[src/rtl/hazard_scoreboard.sv]
// hazard_scoreboard: decode/execute issue controller for the 3-bit-register pipeline.
// Keeps a shift register of in-flight destinations (stage 1 = EX ... stage DEPTH = WB),
// detects RAW hazards against the decode sources, stalls or forwards, and counts stalls.
module hazard_scoreboard #(
    parameter int DEPTH  = 3,
    parameter int FWD_EN = 1,
    parameter int SW     = 2
) (
    input  logic          clk,
    input  logic          reset,
    input  logic          dec_valid,
    input  logic [2:0]    dec_src1,
    input  logic [2:0]    dec_src2,
    input  logic          dec_use1,
    input  logic          dec_use2,
    input  logic          dec_wb,
    input  logic [2:0]    dec_dst,
    input  logic          dec_mem_read,
    input  logic          flush,
    output logic          stall,
    output logic          issue,
    output logic [SW-1:0] fwd_sel1,
    output logic [SW-1:0] fwd_sel2,
    output logic          wb_en,
    output logic [2:0]    wb_dst,
    output logic          busy,
    output logic [15:0]   stall_count
);

    // Per-stage entry fields, index 1 is the youngest (EX), DEPTH the oldest (WB).
    logic [DEPTH:1] v_q;
    logic [DEPTH:1] wb_q;
    logic [DEPTH:1] ld_q;
    logic [2:0]     dst_q [1:DEPTH];

    logic [DEPTH:1] match1;
    logic [DEPTH:1] match2;
    logic           haz1;
    logic           haz2;

    // Source-versus-destination compare for every tracked stage.
    always_comb begin
        match1 = '0;
        match2 = '0;
        for (int k = 1; k <= DEPTH; k++) begin
            match1[k] = v_q[k] & wb_q[k] & (dst_q[k] == dec_src1);
            match2[k] = v_q[k] & wb_q[k] & (dst_q[k] == dec_src2);
        end
    end

    // Hazard decision: with forwarding only a load still in EX blocks; without it any match does.
    always_comb begin
        haz1 = 1'b0;
        haz2 = 1'b0;
        if (FWD_EN != 0) begin
            haz1 = dec_use1 & match1[1] & ld_q[1];
            haz2 = dec_use2 & match2[1] & ld_q[1];
        end else begin
            haz1 = dec_use1 & (|match1);
            haz2 = dec_use2 & (|match2);
        end
    end

    // Stall/issue; reset gating keeps every output quiet while reset is held.
    always_comb begin
        stall = ~reset & dec_valid & ~flush & (haz1 | haz2);
        issue = ~reset & dec_valid & ~flush & ~stall;
    end

    // Forward select: scan oldest to youngest so the youngest matching stage wins.
    always_comb begin
        fwd_sel1 = '0;
        fwd_sel2 = '0;
        if ((FWD_EN != 0) && !stall && !reset) begin
            for (int k = DEPTH; k >= 1; k--) begin
                if (dec_use1 && match1[k]) fwd_sel1 = SW'(k);
                if (dec_use2 && match2[k]) fwd_sel2 = SW'(k);
            end
        end
    end

    // Status views of the table.
    always_comb begin
        busy   = |v_q;
        wb_en  = v_q[DEPTH] & wb_q[DEPTH];
        wb_dst = wb_en ? dst_q[DEPTH] : 3'd0;
    end

    // Pipeline shift: stages never freeze, a stalled or flushed decode inserts a bubble,
    // and a flush also drops the entry leaving stage 1.
    always_ff @(posedge clk) begin
        if (reset) begin
            v_q  <= '0;
            wb_q <= '0;
            ld_q <= '0;
            for (int k = 1; k <= DEPTH; k++) dst_q[k] <= 3'd0;
        end else begin
            for (int k = DEPTH; k >= 3; k--) begin
                v_q[k]   <= v_q[k-1];
                wb_q[k]  <= wb_q[k-1];
                ld_q[k]  <= ld_q[k-1];
                dst_q[k] <= dst_q[k-1];
            end
            if (flush) begin
                v_q[2]   <= 1'b0;
                wb_q[2]  <= 1'b0;
                ld_q[2]  <= 1'b0;
                dst_q[2] <= 3'd0;
            end else begin
                v_q[2]   <= v_q[1];
                wb_q[2]  <= wb_q[1];
                ld_q[2]  <= ld_q[1];
                dst_q[2] <= dst_q[1];
            end
            if (issue) begin
                v_q[1]   <= 1'b1;
                wb_q[1]  <= dec_wb;
                ld_q[1]  <= dec_mem_read;
                dst_q[1] <= dec_dst;
            end else begin
                v_q[1]   <= 1'b0;
                wb_q[1]  <= 1'b0;
                ld_q[1]  <= 1'b0;
                dst_q[1] <= 3'd0;
            end
        end
    end

    // Saturating count of stalled cycles.
    always_ff @(posedge clk) begin
        if (reset) begin
            stall_count <= 16'd0;
        end else if (stall && (stall_count != 16'hFFFF)) begin
            stall_count <= stall_count + 16'd1;
        end
    end

endmodule

[config.mk]
export PLATFORM = sky130hd
export DESIGN_NAME = hazard_scoreboard
export DESIGN_NICKNAME = d
export VERILOG_FILES = /design/src/rtl/hazard_scoreboard.sv
export SDC_FILE = /design/constraint.sdc
export NUM_CORES = 1
export LEC_CHECK = 0
export ABC_CLOCK_PERIOD_IN_PS = 3500
export CELL_PAD_IN_SITES_DETAIL_PLACEMENT = 0
export CELL_PAD_IN_SITES_GLOBAL_PLACEMENT = 1
export CORE_ASPECT_RATIO = 1.2
export CORE_UTILIZATION = 36
export DETAILED_ROUTE_END_ITERATION = 8
export PLACE_DENSITY_LB_ADDON = 0.1
export SLEW_MARGIN = 20
export SYNTH_ARGS = -nofsm -noshare
export SYNTH_HDL_FRONTEND = slang
export SYNTH_SLANG_ARGS = --single-unit
[constraint.sdc]
create_clock -name clk -period 3.5 [get_ports clk]
set_input_delay 0.875 -clock clk [delete_from_list [all_inputs] [get_ports clk]]
set_output_delay 0.875 -clock clk [all_outputs]
set_load 0.005 [all_outputs]
==> impl_results.md <==
- WL/cell: between 10 and 15 um
- Reg2reg setup slack: between 1000 and 1500 ps
- Slew Limit Fails: 0
- Power after layout: roughly 750 uW
- Cells after synthesis: between 150 and 200
- Number of synthesized flops with an enable pin: 6
- Initial Util: 0.3846
- Cell-internal power: 578.2 uW
- GRT Total Usage: 0.1894
- Final setup fails: 0
- Clock Latency Late Sink: ~280 ps
- Switching part of the total: 0.2284
- Area grow syn2layout: 41.57%
- Worst rel slew slack: 0.5929
- Nature of the critical path endpoint: output port
- WL final: approximately 4.4 mm
- Seq/Total Area, Yosys: 0.4179
- Final count of hold timing violations: 0
- Clk pwr share: 0.394
- RSZ-0062 raised after global routing: false
- Max incr delay on CP: approximately 550 ps
- Cell area after layout: roughly 0.0024 mm^2
- Die area: slightly below 0.005 mm^2
- Clk buf depth: 2
- CTS tree: built
- Hold Crit Class: flop to flop
- Synth Flop Type: dfxtp_1
- H-tree depth: 2
- Die Ht: 76.76 um
- # fillers: just over 400
- DRC violation count after routing: 0
- Share of cells above drive strength 1: 0.1474
- Dpl ws: -384.8 ps
- Cell area after synthesis: roughly 0.0017 mm^2
- FF-to-FF End: stall_count[15]
- Die Wd: 64.30 um
- Skew final: slightly above 5 ps
- R2R depth: 7
- Comb pwr share: 0.083
- DR pass1 iterations: 4
- Worst-path cell chain: dlygate4sd2_1, xor2_1, or4_4, a211o_4, buf_4, nand2_1, a21oi_1, buf_2
- Worst-Margin Slew: ~600 ps
- WP data required: 2620 ps
- Static Leak: 0.9216 nW
- Cell family with most CP delay: simple AND/OR/NAND/NOR gates
- DP Area: ~0.0023 mm^2
- Sequential share of power: 0.523
- Final worst slack: about 43 ps
- CTS Root Cell: clkbuf_8
- Buf/Inv on CP: 3
- Clock transition at path regs: 70 ps
- I/O Pins: 44
- Crit path arrival time: between 2000 and 3000 ps
- Area of the multi-input gates: roughly 950 um^2
- Setup crit start: dec_src1[2]
- Post-DP HPWL: 3.345 mm
- Port Buffers: 43
- Startpoint types: input pin
- Crit path max fanout: 3
- Remaining global-route overflow: 0
- Antenna viol nets, final: 0
- Synth async-reset ratio: 0
- Antenna cells: 0
- Number of antenna violations at the first check in global routing: 0
- Vias in the first global route: 1,510
- Levels on crit path: 8
- Core area: between 0.004 and 0.005 mm^2
- CP Capture Point: fwd_sel1[0]
- Fin crit share: 0.9878
- Pwr Density: about 320 mW/mm^2
- Syn avg cell area: just over 9 um^2
- Routability congestion estimate: about 0.87
- Status: completed
- Synth Warn #: 0
- #FFs+latches synth: 32
- Clk sink count: 32
- Critical path's slowest cell: or4_4
- Psw: about 170 uW
- DRT iter0 DRCs: 103
- Critical path class: input pin to output port
- Num CTS Buffers: 5
- Min Clock Period, post-route: around 3500 ps
- Storage element area: around 700 um^2
- Std cell rows: 26
- Number of max-cap violations: 0
- Fmax: about 290 MHz
- Critical R2R Launch: dst_q[0][5]
- Largest net degree at the start of global routing: 24
- Count of cell types in the netlist: 45
- Via density: 5.130
- Vias: around 1,600
- VDD IR max: between 150 and 200 uV
- First-pass GRT wire length: slightly above 7 mm
- Final nets: approximately 270
-- cell type report --
class,instances,area share
Multi-Input combinational cell,142,0.3985
Sequential cell,32,0.2952
Timing Repair Buffer,62,0.2277
Clock buffer,8,0.03795
Tap cell,56,0.02952
Inverter,7,0.01107
-- cell usage after synthesis, types with 2 or more instances --
| cell | instances | share of area |
|---|---|---|
| and3_1 | 5 | 0.019 |
| or4_1 | 2 | 0.0090 |
| xor2_1 | 16 | 0.084 |
| o2111a_1 | 2 | 0.013 |
| xnor2_1 | 7 | 0.037 |
| nand4_1 | 3 | 0.011 |
| nor2_1 | 12 | 0.027 |
| edfxtp_1 | 6 | 0.11 |
| or3_1 | 3 | 0.011 |
| a211oi_1 | 3 | 0.013 |
| a2111oi_1 | 2 | 0.012 |
| o31a_1 | 2 | 0.010 |
| o21ai_0 | 2 | 0.0060 |
| clkbuf_1 | 2 | 0.0045 |
| inv_1 | 7 | 0.016 |
| dfxtp_1 | 26 | 0.31 |
| nor2b_1 | 6 | 0.022 |
| and2_1 | 12 | 0.045 |
| nand3_1 | 13 | 0.039 |
| a21oi_1 | 9 | 0.027 |
| nor4_1 | 4 | 0.015 |
| nor3_1 | 4 | 0.012 |
| nand2b_1 | 2 | 0.0075 |
| nand2_1 | 9 | 0.020 |
-- how the worst min path moves through the flow --
stage	from	endpoint	slack, ps	cells after the start
floorplan	ld_q[1]	v_q[1]	440	1
global placement	wb_q[1]	wb_q[2]	480	1
detailed placement	wb_q[1]	wb_q[2]	490	1
CTS	ld_q[1]	v_q[1]	490	1
global route	ld_q[1]	v_q[1]	510	1
finish	ld_q[1]	v_q[1]	500	1
-- power by group through the flow --
| stage | sequential (mW) | combinational, mW | clock [mW] |
|---|---|---|---|
| 2_1_floorplan | 0.396 | 0.0245 | 0 |
| 3_3_place_gp | 0.400 | 0.0640 | 0 |
| 3_5_place_dp | 0.400 | 0.0649 | 0 |
| 4_1_cts | 0.392 | 0.0624 | 0.302 |
| 5_1_grt | 0.392 | 0.0682 | 0.321 |
| 6_report | 0.392 | 0.0624 | 0.295 |
-- placed cells by master, fill, tap and decap left out, types with 2 or more instances in the layout --
cell type,count
conb_1,6
o21ai_0,2
or3_1,3
dlygate4sd2_1,8
nand3_1,13
nor2b_1,6
buf_2,3
or4_4,2
and3_1,5
a21oi_1,9
nand4_1,3
nand2_1,9
clkdlybuf4s50_1,29
o2111a_1,2
dfxtp_1,26
clkbuf_2,2
nor4_1,4
inv_1,7
nand2b_1,2
a211oi_1,3
nor3_1,4
a2111oi_1,2
xor2_1,16
clkbuf_1,2
xnor2_1,7
o31a_1,2
nor2_1,12
clkbuf_8,6
buf_4,19
and2_1,12
edfxtp_1,6
-- repair_timing --
action                     in CTS  in global routing
pin swaps                       1                  3
gates resized for setup        24                  4
hold buffers                    0                  0
setup buffers                   2                  0
setup endpoints to repair       6                  3
-- kinds of logic after synthesis --
| kind of cell | after synthesis | synth area share |
|---|---|---|
| muxes | 2 | 0.01269 |
| AOI/OAI and AO/OA | 32 | 0.1537 |
| adders and majority gates | 1 | 0.007461 |
| other | 1 | 0.002237 |
| xor gates and xnor gates | 23 | 0.1201 |
| and+or+nand+nor | 78 | 0.2545 |
| DFF | 32 | 0.4179 |
| buffers and inverters | 11 | 0.03135 |
-- worst register-to-register path, cell delays in order (launching register included) --
cell and delay [ps]:
edfxtp_1 470, xor2_1 200, or4_4 550, a211o_4 350, buf_4 140, buf_4 140
o31a_1 290, a211oi_1 200
-- registers in the layout, summed over array words and instances, names as in the netlist --
name         flops
stall_count     16
dst_q            9
v_q              3
wb_q             3
ld_q             1
-- stage by stage --
stage                     utilization  instances  setup TNS [ps]  hold slack [ps]
after floorplan                     -        185               0            442.2
after global placement         0.5270        297           -1836            483.2
final                          0.5445        307               0            497.4
after detailed placement       0.5270        297           -2089            490.4
after CTS                      0.5459        307          -23.06            490.8
after global routing           0.5445        307               0            513.3
-- layer usage --
metal,up-vias,GRT usage,wire length [um],share of wire
met1,738,0.2070,1842,0.42
li1,782,-,-,-
met2,49,0.3421,2298,0.53
met4,0,0.06889,54,0.012
met3,6,0.05060,159,0.037
met5,-,0,0,0
Note: power is estimated with default switching activity, not from simulation.
